--- config.mk ---
export PLATFORM = sky130hd
export DESIGN_NAME = bcd_digit_entry_flat
export DESIGN_NICKNAME = d
export VERILOG_FILES = /design/src/rtl/bcd_digit_entry_pkg.sv /design/src/rtl/bcd_digit_entry_if.sv /design/src/rtl/bcd_digit_entry_bcd_to_bin.sv /design/src/rtl/bcd_digit_entry.sv /design/src/flat_wrapper.sv
export SDC_FILE = /design/constraint.sdc
export NUM_CORES = 1
export LEC_CHECK = 0
export ABC_AREA = 1
export BUFFER_PORTS_ARGS = -buffer_cell sky130_fd_sc_hd__buf_2
export CORE_AREA = 2 2 59 61
export DETAILED_ROUTE_END_ITERATION = 12
export DIE_AREA = 0 0 61 63
export GPL_ROUTABILITY_DRIVEN = 0
export GPL_TIMING_DRIVEN = 0
export MAX_ROUTING_LAYER = met4
export PLACE_DENSITY = 0.76
export SLEW_MARGIN = 20
export SYNTH_ARGS = -nofsm -noshare
export SYNTH_HDL_FRONTEND = slang
export SYNTH_SLANG_ARGS = --single-unit
--- constraint.sdc ---
create_clock -name clk -period 4.1 [get_ports clk]
set_clock_uncertainty 0.05 [all_clocks]
set_input_delay 0.205 -clock clk [delete_from_list [all_inputs] [get_ports clk]]
set_output_delay 0.205 -clock clk [all_outputs]
set_load 0.005 [all_outputs]
--- src/rtl/bcd_digit_entry_pkg.sv ---
`default_nettype none
// ============================================================================
//  Module      : bcd_digit_entry_pkg
//  Description : Shared constants for the keyed BCD entry path: digit limit,
//                bus widths, entry FSM state encodings and a digit check.
//  Revision    : 1.0  initial release
// ============================================================================
package bcd_digit_entry_pkg;

  localparam int BCD_W = 4;  // one BCD digit
  localparam int BIN_W = 6;  // binary result, up to 63
  localparam int SUM_W = 7;  // tens*10+ones, up to 99

  localparam logic [BCD_W-1:0] BCD_MAX_DIGIT = 4'd9;

  // Entry FSM encodings (plain constants so older tools can consume them).
  localparam logic [1:0] ST_IDLE      = 2'd0;
  localparam logic [1:0] ST_WAIT_ONES = 2'd1;
  localparam logic [1:0] ST_CONVERT   = 2'd2;

  function automatic logic is_bcd(input logic [BCD_W-1:0] d);
    return (d <= BCD_MAX_DIGIT);
  endfunction

endpackage : bcd_digit_entry_pkg
`default_nettype wire

--- src/rtl/bcd_digit_entry_if.sv ---
`default_nettype none
// ============================================================================
//  Module      : bcd_digit_entry_if
//  Description : Keypad-side bus of the BCD entry block.
//                master : keypad decoder / controller (drives digits, clear)
//                slave  : bcd_digit_entry (drives result, status, echo)
//  Signals     : digit_in[3:0], digit_valid, clear        master -> slave
//                bin_out[5:0], bin_valid, err, busy,
//                tens_disp[3:0], ones_disp[3:0]           slave  -> master
//  Revision    : 1.0  initial release
// ============================================================================
interface bcd_digit_entry_if;
  import bcd_digit_entry_pkg::*;

  logic [BCD_W-1:0] digit_in;
  logic             digit_valid;
  logic             clear;
  logic [BIN_W-1:0] bin_out;
  logic             bin_valid;
  logic             err;
  logic             busy;
  logic [BCD_W-1:0] tens_disp;
  logic [BCD_W-1:0] ones_disp;

  modport master (
    output digit_in, digit_valid, clear,
    input  bin_out, bin_valid, err, busy, tens_disp, ones_disp
  );

  modport slave (
    input  digit_in, digit_valid, clear,
    output bin_out, bin_valid, err, busy, tens_disp, ones_disp
  );

endinterface : bcd_digit_entry_if
`default_nettype wire

--- src/rtl/bcd_digit_entry_bcd_to_bin.sv ---
`default_nettype none
// ============================================================================
//  Module      : bcd_to_bin
//  Description : Combinational two-digit BCD to binary: sum = tens*10 + ones.
//                Counterpart of the display-side binary-to-BCD table.
//  Ports       : tens[3:0], ones[3:0] in ; sum[6:0] out (0..99 for BCD input)
//  Revision    : 1.0  initial release
// ============================================================================
module bcd_to_bin
  import bcd_digit_entry_pkg::*;
(
  input  logic [BCD_W-1:0] tens,
  input  logic [BCD_W-1:0] ones,
  output logic [SUM_W-1:0] sum
);

  // tens*10 as (tens<<3)+(tens<<1), all terms pre-extended to 7 bits.
  assign sum = {tens, 3'b000} + {2'b00, tens, 1'b0} + {3'b000, ones};

endmodule : bcd_to_bin
`default_nettype wire

--- src/rtl/bcd_digit_entry.sv ---
`default_nettype none
// ============================================================================
//  Module      : bcd_digit_entry
//  Description : Collects a tens digit then a ones digit from the keypad,
//                converts to binary and range-checks against MAX_VAL.
//                Echoes partial input for the display.
//  Parameters  : MAX_VAL      largest accepted result (<= 63)
//                TIMEOUT_CYC  cycles allowed between tens and ones digit
//  Ports       : clk          rising-edge clock
//                rst_n        asynchronous active-low reset
//                bus          bcd_digit_entry_if.slave (digits in, result,
//                             bin_valid/err pulses, busy, display echo out)
//  Revision    : 1.0  initial release
// ============================================================================
module bcd_digit_entry
  import bcd_digit_entry_pkg::*;
#(
  parameter int MAX_VAL     = 59,
  parameter int TIMEOUT_CYC = 1000
) (
  input  logic                 clk,
  input  logic                 rst_n,
  bcd_digit_entry_if.slave     bus
);

  localparam int                CNT_W    = $clog2(TIMEOUT_CYC + 1);
  localparam logic [CNT_W-1:0]  CNT_LAST = CNT_W'(TIMEOUT_CYC - 1);
  localparam logic [SUM_W-1:0]  MAX_SUM  = SUM_W'(MAX_VAL);

  logic [1:0]       state_q,     state_d;
  logic [BCD_W-1:0] tens_q,      tens_d;
  logic [BCD_W-1:0] ones_q,      ones_d;
  logic [CNT_W-1:0] cnt_q,       cnt_d;
  logic [BIN_W-1:0] bin_q,       bin_d;
  logic             bin_valid_q, bin_valid_d;
  logic             err_q,       err_d;
  logic             busy_q,      busy_d;

  logic [SUM_W-1:0] sum;

  bcd_to_bin u_bcd_to_bin (
    .tens (tens_q),
    .ones (ones_q),
    .sum  (sum)
  );

  always_comb begin
    state_d     = state_q;
    tens_d      = tens_q;
    ones_d      = ones_q;
    cnt_d       = cnt_q;
    bin_d       = bin_q;
    bin_valid_d = 1'b0;
    err_d       = 1'b0;

    if (bus.clear) begin
      // Abort wins over a strobe and over a pending conversion, silently.
      state_d = ST_IDLE;
      tens_d  = '0;
      ones_d  = '0;
      cnt_d   = '0;
    end else begin
      case (state_q)
        ST_IDLE: begin
          if (bus.digit_valid) begin
            if (is_bcd(bus.digit_in)) begin
              tens_d  = bus.digit_in;
              cnt_d   = '0;
              state_d = ST_WAIT_ONES;
            end else begin
              err_d = 1'b1;
            end
          end
        end

        ST_WAIT_ONES: begin
          // A strobe is examined before the timeout so a digit arriving on
          // the last allowed cycle is still taken.
          if (bus.digit_valid) begin
            if (is_bcd(bus.digit_in)) begin
              ones_d  = bus.digit_in;
              state_d = ST_CONVERT;
            end else begin
              err_d   = 1'b1;
              tens_d  = '0;
              ones_d  = '0;
              cnt_d   = '0;
              state_d = ST_IDLE;
            end
          end else if (cnt_q == CNT_LAST) begin
            err_d   = 1'b1;
            tens_d  = '0;
            ones_d  = '0;
            cnt_d   = '0;
            state_d = ST_IDLE;
          end else begin
            cnt_d = cnt_q + CNT_W'(1);
          end
        end

        ST_CONVERT: begin
          if (sum <= MAX_SUM) begin
            bin_d       = sum[BIN_W-1:0];
            bin_valid_d = 1'b1;
          end else begin
            err_d = 1'b1;
          end
          tens_d  = '0;
          ones_d  = '0;
          cnt_d   = '0;
          state_d = ST_IDLE;
        end

        default: begin
          tens_d  = '0;
          ones_d  = '0;
          cnt_d   = '0;
          state_d = ST_IDLE;
        end
      endcase
    end

    busy_d = (state_d != ST_IDLE);
  end

  always_ff @(posedge clk or negedge rst_n) begin
    if (!rst_n) begin
      state_q     <= ST_IDLE;
      tens_q      <= '0;
      ones_q      <= '0;
      cnt_q       <= '0;
      bin_q       <= '0;
      bin_valid_q <= 1'b0;
      err_q       <= 1'b0;
      busy_q      <= 1'b0;
    end else begin
      state_q     <= state_d;
      tens_q      <= tens_d;
      ones_q      <= ones_d;
      cnt_q       <= cnt_d;
      bin_q       <= bin_d;
      bin_valid_q <= bin_valid_d;
      err_q       <= err_d;
      busy_q      <= busy_d;
    end
  end

  assign bus.bin_out   = bin_q;
  assign bus.bin_valid = bin_valid_q;
  assign bus.err       = err_q;
  assign bus.busy      = busy_q;
  assign bus.tens_disp = tens_q;
  assign bus.ones_disp = ones_q;

endmodule : bcd_digit_entry
`default_nettype wire

--- src/flat_wrapper.sv ---
// flat-port wrapper written by rule: the top's interface ports become plain ports
module bcd_digit_entry_flat import bcd_digit_entry_pkg::*;
#(
  parameter int MAX_VAL     = 59,
  parameter int TIMEOUT_CYC = 1000
)
  (clk, rst_n, bus_digit_in, bus_digit_valid, bus_clear, bus_bin_out, bus_bin_valid, bus_err, bus_busy, bus_tens_disp, bus_ones_disp);
  bcd_digit_entry_if bus_i ();
  input  logic clk;
  input  logic rst_n;
  input wire logic [$bits(bus_i.digit_in)-1:0] bus_digit_in;
  input wire logic [$bits(bus_i.digit_valid)-1:0] bus_digit_valid;
  input wire logic [$bits(bus_i.clear)-1:0] bus_clear;
  output wire logic [$bits(bus_i.bin_out)-1:0] bus_bin_out;
  output wire logic [$bits(bus_i.bin_valid)-1:0] bus_bin_valid;
  output wire logic [$bits(bus_i.err)-1:0] bus_err;
  output wire logic [$bits(bus_i.busy)-1:0] bus_busy;
  output wire logic [$bits(bus_i.tens_disp)-1:0] bus_tens_disp;
  output wire logic [$bits(bus_i.ones_disp)-1:0] bus_ones_disp;
  assign bus_i.digit_in = bus_digit_in;
  assign bus_i.digit_valid = bus_digit_valid;
  assign bus_i.clear = bus_clear;
  assign bus_bin_out = bus_i.bin_out;
  assign bus_bin_valid = bus_i.bin_valid;
  assign bus_err = bus_i.err;
  assign bus_busy = bus_i.busy;
  assign bus_tens_disp = bus_i.tens_disp;
  assign bus_ones_disp = bus_i.ones_disp;
  bcd_digit_entry #(.MAX_VAL(MAX_VAL), .TIMEOUT_CYC(TIMEOUT_CYC)) u_core (.clk(clk), .rst_n(rst_n), .bus(bus_i));
endmodule
**Yosys cells after proc, flatten, opt, wreduce, memory -nomap -nowiden**

Cells that the tools add are included.
Widths: inputs -> output; s select.

- Register bits: 29
- Bits in latches: 0
- Bits in writable memories: 0
- ROM bits: 0
- Output and inout port bits: 17
- Memories: 0

- Add/sub/neg operators: 3
- $mul: 0
- Divide/modulo/power cells: 0
- Order comparisons: 2
- Equality and inequality tests: 8
- Shift operators: 0
- Multiplexer cells: 35
- Bitwise logic cells: 1
- Reductions and logical operators: 6

Operator list:

| cell | number |
|---|---|
| $mux 10 | 6 |
| $mux 4 | 9 |
| $pmux 10 s2 | 1 |
| $pmux 4 s2 | 2 |
| $mux 2 | 6 |
| $add 10x1->10 const B | 1 |
| $eq 10x10->1 const B | 1 |
| $mux 1 | 9 |
| $add 7x4->7 | 1 |
| $add 7x5->7 | 1 |
| $le 7x6->1 const B | 1 |
| $reduce_and 3->1 | 2 |
| $le 4x4->1 const B | 1 |
| $ne 4x3->1 const B | 1 |
| $ne 4x4->1 const B | 1 |
| $pmux 2 s2 | 1 |
| $reduce_and 4->1 | 1 |
| $ne 3x2->1 const B | 1 |
| $ne 3x3->1 const B | 1 |
| $pmux 1 s3 | 1 |
| $eq 2x1->1 const B | 1 |
| $eq 2x2->1 const B | 1 |
| $logic_not 2->1 | 1 |
| $ne 2x2->1 const B | 1 |
| other kinds (3) | 3 |

**Logic depth before layout (Yosys ltp)**

Gate-level depths: netlist of the first run.

- Depth after elaboration: 6
- Depth in mapped cells: 14
- Mapped depth without buffers: 14

**By module**

From an unflattened synthesis of the first run, not the netlist that was laid out.

- Cells, all modules: 230
- Area, all modules: 1757.9 sq um

Modules (own cells, without submodules):

| module | times used | cells each | area an instance (sq um) |
|---|---|---|---|
| bcd_digit_entry | 1 | 193 | 1507.7 |
| bcd_to_bin | 1 | 37 | 250.2 |

**Worst setup path after synthesis of the first run**

OpenSTA, ideal clock, no wires.

- Kind: flip-flop to flip-flop
- Start: register u_core.tens_q[0] (netlist: u_core.bus.tens_disp[0])
- End: register u_core.bin_q[0] (netlist: u_core.bus.bin_out[0])
- Arrival: 2.137 ns
- Required time: 3.933 ns
- Path slack: 1.796 ns
- Cell stages (with the launch flop): 14
- Path through: dfrtp_1 > inv_1 > fa_1 > fa_1 > inv_1 > nand3_1 > nand2_1 > nand2_1 > nand2_1 > nand2_1 > inv_1 > nand2_1 > nand2_1 > nand2_1

- Cells in the longest elaborated chain, start to end: 4

Ends and longest elaborated chain:

| what | RTL line | source |
|---|---|---|
| start: declaration | bcd_digit_entry.sv:31 | `logic [BCD_W-1:0] tens_q, tens_d;` |
| start signal: assignment | bcd_digit_entry.sv:138 | `tens_q <= tens_d;` |
| $add 7x5->7 | bcd_digit_entry_bcd_to_bin.sv:18 | `assign sum = {tens, 3'b000} + {2'b00, tens, 1'b0} + {3'b000, ones};` |
| $add 7x4->7 | bcd_digit_entry_bcd_to_bin.sv:18 |  |
| $le 7x6->1 | bcd_digit_entry.sv:102 | `if (sum <= MAX_SUM) begin` |
| $reduce_and 3->1 (no line) | n/a |  |
| end signal: assignment | bcd_digit_entry.sv:141 | `bin_q <= bin_d;` |
| end: declaration | bcd_digit_entry.sv:34 | `logic [BIN_W-1:0] bin_q, bin_d;` |

Every way passes these cells.
A chain may end at the register's enable or synchronous reset.

**Worst setup path in the final report of the first run**

- Start: register u_core.tens_q[0] (netlist: u_core.bus.tens_disp[0])
- End: register u_core.bin_q[5] (netlist: u_core.bus.bin_out[5])

- Cells in the longest elaborated chain, start to end: 4

Ends and longest elaborated chain:

| what | RTL line |
|---|---|
| $add 7x5->7 (*) | bcd_digit_entry_bcd_to_bin.sv:18 |
| $add 7x4->7 (*) | bcd_digit_entry_bcd_to_bin.sv:18 |
| $le 7x6->1 | bcd_digit_entry.sv:102 |
| $reduce_and 3->1 (no line) | n/a |

Mark *: on every way between the ends. The rest lies on a longest branch, timed or not.

==> results of run 1 <==
==> through the flow <==
stage               util [%]  total power, W  cell area (um^2)  setup WS [ps]
floorplan                  -        0.000392              1710           1800
finish                  61.4        0.000675              1990           1600
detailed placement      58.5        0.000435              1890           1590
CTS                     61.4        0.000681              1990           1570
global placement        58.5        0.000432              1890           1620
global route            61.4        0.000714              1990           1360
==> report_power, final <==
part / internal [W] / total (W) / switching [W] / leakage [nW]
Clock: 0.000146 / 0.000246 / 0.000101 / 0.0455
Sequential: 0.000302 / 0.000314 / 0.0000113 / 0.398
Combinational: 0.0000453 / 0.000115 / 0.0000698 / 0.690
==> critical path, delay by kind of cell, from the launching register on <==
family | cells | cell delay, ps
fa+ha+maj | 2 | 1060
flops | 1 | 420
simple gates | 7 | 580
buf+inv | 3 | 280
==> cell type report <==
| cell class | count | share of cell area, % |
|---|---|---|
| Inverter | 38 | 7.31 |
| Timing Repair Buffer | 25 | 6.55 |
| Multi-Input combinational cell | 159 | 41.3 |
| Tap cell | 46 | 2.90 |
| Clock buffer | 7 | 2.77 |
| Clock inverter | 1 | 1.51 |
| Sequential cell | 29 | 36.5 |
| Buffer | 2 | 1.13 |
==> per-layer routing <==
metal | track usage, % | vias to the layer above | wire length, um
met5 | - | - | 0
li1 | - | 772 | -
met3 | 5.59 | 6 | 108
met2 | 33.3 | 21 | 1660
met1 | 27.6 | 682 | 1620
met4 | 7.88 | 0 | 58
==> placed cells by master (no fill, tap or decap), drive strengths merged <==
| master | instances |
|---|---|
| buf | 26 |
| dfrtp | 29 |
| or2 | 1 |
| o21ai | 12 |
| nand2 | 79 |
| or3 | 1 |
| bufinv | 1 |
| nand3b | 3 |
| ha | 8 |
| nand4 | 4 |
| fa | 2 |
| nand3 | 19 |
| clkbuf | 7 |
| dlygate4sd3 | 1 |
| nor2 | 23 |
| inv | 38 |
| a21oi | 6 |
| nor3b | 1 |
==> worst min path at each step <==
stage	start	endpoint	slack, ps	cells past startpoint
finish	bus_clear	u_core.bus.err	50	2
CTS	bus_clear	u_core.bus.err	50	2
global route	bus_digit_in[0]	u_core.bus.ones_disp[0]	50	3
global placement	rst_n	u_core.bus.bin_out[4]	220	1
detailed placement	rst_n	u_core.bus.bin_out[4]	220	1
floorplan	rst_n	u_core.bus.bin_out[0]	-140	0
==> registers in the layout, summed over array words and instances (netlist names) <==
register,flops
u_core.state_q,2
u_core.bus.err,1
u_core.bus.bin_valid,1
u_core.cnt_q,10
u_core.bus.tens_disp,4
u_core.bus.bin_out,6
u_core.bus.ones_disp,4
u_core.bus.busy,1
==> logic make-up after synthesis <==
kind of cell,after synthesis,share of synthesized area [%]
AO/OA/AOI/OAI,18,5.48
flip-flops,29,42.4
buffers and inverters,40,9.79
adder cells (fa/ha/maj),10,8.18
AND/OR/NAND/NOR,131,34.2
==> impl_metrics.tcl, run 1 <==
set metrics [dict create \
    clk_pin_slew_ps 90 \
    timing_worst_setup_path_type "reg2reg" \
    finalHoldViolations 0 \
    grt_antenna_before_repair 0 \
    drcViolationCount 0 \
    drive_gt1_share_pct 17.6 \
    vias 1481 \
    cts_root_buf "clkbuf_4" \
    cpPeakStageDelay_ps 560 \
    ys_seq_elements 29 \
    fin_nets 278 \
    die_w_um 61 \
    yosys-top-cells-count "nand2_1, inv_1, dfrtp_1" \
    fill_cells 319 \
    setup_violations 0 \
    start_kind "register" \
    dieArea_um2 3840 \
    ios 25 \
    cts_buffer_depth 2 \
    crit_arrival_ps 2680 \
    outcome "complete, no violations" \
    drtIter0Drc 56 \
    critPathCapture "u_core.bus.bin_out[5]" \
    reg2regPathDepth 12 \
    crit_path_end_kind "register" \
    finalCritPeriodShare_pct 61.0 \
    grt_overflow_total 0 \
    powerDensity_nw_per_um2 340 \
    antenna_left 0 \
    cap_violations 0 \
    synthTopCellsByArea "dfrtp_1, nand2_1, inv_1" \
    area_delta_synth_final_pct 15.9 \
    worstPathRequired_ps 4280 \
    cp_slowest_cell "fa_1" \
    period_needed_ps 2500 \
    slew_headroom_pct 57.6 \
    clock_latency_ps 330 \
    yosysTopAreaCellShare_pct 42.4 \
    post_cts_buffers 0 \
    design.core.area_um2 3230 \
    seq_area_um2 726 \
    synthesis.nets 246 \
    synthDistinctLibCells 23 \
    setup_tns_ps 0 \
    io_buffers 24 \
    drt-total-wl_um 3460 \
    yosysTopAreaCell "dfrtp_1" \
    viasPerCell 4.82 \
    leakage_nw 1.13 \
    hold_class "in2reg" \
    cts_resized 0 \
    start_util_pct 53.0 \
    crit_start "u_core.bus.tens_disp[0]" \
    stdcell_count 307 \
    rsz0062_at_grt "no" \
    die_h_um 63 \
    routedWlPerCell_um 11.3 \
    row_count 21 \
    grt_first_pass_wirelength_um 5980 \
    ys.flop_type "dfrtp_1" \
    dp.cells 298 \
    crit_top_cell "nand2_1" \
    r2r_slack_ps 1600 \
    cts_tree "done" \
    r2r_start "u_core.bus.tens_disp[0]" \
    grt_usage_pct 21.8 \
    max-vdd-ir-drop_uv 232 \
    detailed_place_hpwl_um 2750 \
    syn_inst 228 \
    n_antenna_cell 0 \
    h-tree-depth 2 \
    clock_sinks 29 \
    tightest_slew_ps 637 \
    synth-edff-count 0 \
    cts_hold_buf 1 \
    holdWs_ps 54.3 \
    netlist_area_um2 1710 \
    yosysMostFrequentCell "nand2_1" \
    first_pass_iters 4 \
    syn_area_per_cell_um2 7.51 \
    critPathMaxFanout 7 \
    ys_warn_count 0 \
    cts-buffers-inserted 5 \
    grt_pass1_vias 1394 \
    maxSlewViolCount 0 \
    path_cells "inv_1 > fa_1 > fa_1 > inv_1 > nand2_1 > nor2_1 > nand3_1 > nand2_1 > inv_1 > nand2_1 > nand2_1 > nand2_1" \
    seq_area_frac_synth_pct 42.4 \
    r2r_end "u_core.bus.bin_out[5]" \
    grt_max_degree 30 \
    async_reset_ff_share_pct 100 \
    max_freq_mhz 400 \
    multi_input_area_um2 820 \
]
Note: power is estimated with default switching activity, not from simulation.
==> inputs of run 2 (changes only) <==
--- a/config.mk
+++ b/config.mk
@@ -7,13 +7,13 @@
 export LEC_CHECK = 0
 export ABC_AREA = 1
 export BUFFER_PORTS_ARGS = -buffer_cell sky130_fd_sc_hd__buf_2
-export CORE_AREA = 2 2 59 61
+export CORE_AREA = 2 2 61 63
 export DETAILED_ROUTE_END_ITERATION = 12
-export DIE_AREA = 0 0 61 63
+export DIE_AREA = 0 0 63 65
 export GPL_ROUTABILITY_DRIVEN = 0
 export GPL_TIMING_DRIVEN = 0
 export MAX_ROUTING_LAYER = met4
-export PLACE_DENSITY = 0.76
+export PLACE_DENSITY = 0.74
 export SLEW_MARGIN = 20
 export SYNTH_ARGS = -nofsm -noshare
 export SYNTH_HDL_FRONTEND = slang
==> constraint.sdc (replaced) <==
create_clock -name clk -period 2.04 [get_ports clk]
set_clock_uncertainty 0.05 [all_clocks]
set_input_delay 0.102 -clock clk [delete_from_list [all_inputs] [get_ports clk]]
set_output_delay 0.102 -clock clk [all_outputs]
set_load 0.005 [all_outputs]
==> run 2 against run 1 <==
The run now ends with setup timing left. Critical endpoint unchanged. Routed wire length is 7.8% higher. Total power rose by 85%. Maximum frequency up 9.6%. Non-clock buffer count grew 11. Flip-flop and latch count is the same.
==> impl_metrics.tcl, run 2 (synthesized netlist as in run 1, its figures left out) <==
set metrics [dict create \
    setup_violations 8 \
    clock_latency_ps 320 \
    viasPerCell 4.85 \
    drive_gt1_share_pct 27.6 \
    drt-total-wl_um 3720 \
    tightest_slew_ps 704 \
    total_power_w 0.00125 \
    post-place-ws_ps -288 \
    grt_usage_pct 20.4 \
    clk_pin_slew_ps 90 \
    cap_violations 0 \
    hold_class "in2reg" \
    row_count 22 \
    outcome "finished with violations" \
    powerDensity_nw_per_um2 585 \
    holdWs_ps 86.3 \
    timing_worst_setup_path_type "reg2reg" \
    design.core.area_um2 3500 \
    violations "setup timing" \
    dieArea_um2 4100 \
    grt_antenna_before_repair 0 \
    multi_input_area_um2 901 \
    period_needed_ps 2280 \
    io_buffers 24 \
    start_util_pct 49.0 \
    fin_nets 289 \
    cts_buffer_depth 2 \
    cp_slowest_cell "fa_1" \
    ios 25 \
    cts_tree "done" \
    path_cells "inv_2 > fa_1 > fa_2 > inv_2 > nand3_2 > nand2_1 > nand2_1 > nand2_2 > nand2_2 > clkinv_4 > nand2_8 > nand2_1 > nand2_1" \
    fin_ws_ps -240 \
    finalCritPeriodShare_pct 112 \
    start_kind "register" \
    rsz0062_at_grt "yes" \
    fin_util_pct 61.1 \
    detailed_place_hpwl_um 2560 \
    first_pass_iters 4 \
    h-tree-depth 2 \
    largest_reg_flops 10 \
    fill_cells 307 \
    critPathMaxFanout 7 \
    seq_area_um2 727 \
    grt_first_pass_wirelength_um 6290 \
    crit_arrival_ps 2450 \
    final_common_cell "nand2_1" \
    worstPathRequired_ps 2210 \
    grt_pass1_vias 1473 \
    area_delta_synth_final_pct 24.8 \
    max_freq_mhz 439 \
    drtIter0Drc 63 \
    die_h_um 65 \
    vias 1551 \
    clock_sinks 29 \
    antenna_left 0 \
    cpPeakStageDelay_ps 520 \
    die_w_um 63 \
    crit_path_end_kind "register" \
    leakage_nw 1.16 \
    cts-buffers-inserted 5 \
    cts_root_buf "clkbuf_4" \
    grt_overflow_total 0 \
    n_antenna_cell 0 \
    max_flop_register "u_core.cnt_q" \
    drcViolationCount 0 \
    crit_top_cell "nand2_1" \
    finalHoldViolations 0 \
    max-vdd-ir-drop_uv 413 \
    routedWlPerCell_um 11.6 \
    grt_max_degree 30 \
    slew_headroom_pct 52.9 \
    layout_common_cells "nand2_1, inv_1, dfrtp_1" \
    maxSlewViolCount 0 \
]
-- run 2: changes by cell type in the layout (fill, tap and decap cells not counted), moves of 3 or more --
cell,previous run,this run
nand2_1,73,65
ha_1,8,5
nand3_1,18,15
nand3_2,1,4
buf_4,1,7
nand2_2,4,11
dlygate4sd3_1,1,6
inv_2,0,5
inv_1,37,31
-- run 2: path summary, 6_finish.rpt --
kind	startpoint	to	slack [ps]	depth (start not counted)
setup / recovery	u_core.bus.ones_disp[3]	u_core.bus.bin_out[5]	-240	13
hold / removal	bus_digit_valid	u_core.cnt_q[8]	90	4
setup reg to reg	u_core.bus.ones_disp[3]	u_core.bus.bin_out[5]	-240	13
hold reg to reg	u_core.bus.bin_out[0]	u_core.bus.bin_out[0]	430	2
max in group asynchronous	rst_n	u_core.bus.ones_disp[2]	1220	2
min in group asynchronous	rst_n	u_core.bus.bin_out[5]	280	2
-- run 2: critical path, delay by kind of cell (launching register included) --
family / cells / cell delay (ps)
adders and majority gates: 2 / 930
and+or+nand+nor: 8 / 610
DFF: 1 / 380
buffers and inverters: 3 / 210
-- run 2: routing by layer --
metal | wire length, um | track usage, %
met3 | 157 | 6.08
met2 | 1860 | 32.7
met4 | 32 | 6.67
met1 | 1680 | 24.9
met5 | 0 | -
-- run 2: where the power goes --
group / leakage, nW / switching, W / internal (W)
registers: 0.396 / 0.0000240 / 0.000607
clock network: 0.0320 / 0.000193 / 0.000131
logic: 0.736 / 0.000169 / 0.000125
total: 1.16 / 0.000386 / 0.000864
-- run 2: through the flow --
| stage | setup TNS [ps] | cell area [um^2] | std cells |
|---|---|---|---|
| final | -1810 | 2140 | 320 |
| after global placement | -1780 | 1910 | 300 |
| after detailed placement | -1940 | 1910 | 300 |
| after global routing | -2670 | 2140 | 320 |
| after floorplan | -781 | 1730 | 228 |
| after CTS | -1640 | 2080 | 319 |
-- run 2: timing repair --
action,4_1_cts,5_1_grt
endpoints found under the setup margin,8,8
pin swaps,4,7
hold buffers,6,0
gates resized for setup,4,17
setup buffers,5,1
endpoints found under the hold margin,37,0
-- run 2: final cells by class --
cell class | count | area share (%)
repair buffers | 36 | 10.5
clock buffers | 6 | 1.93
flip-flops and latches | 29 | 34.0
inverters | 38 | 7.03
well taps | 48 | 2.81
multi-input cells | 159 | 42.2
clock inverters | 2 | 0.468
plain buffers | 2 | 1.05
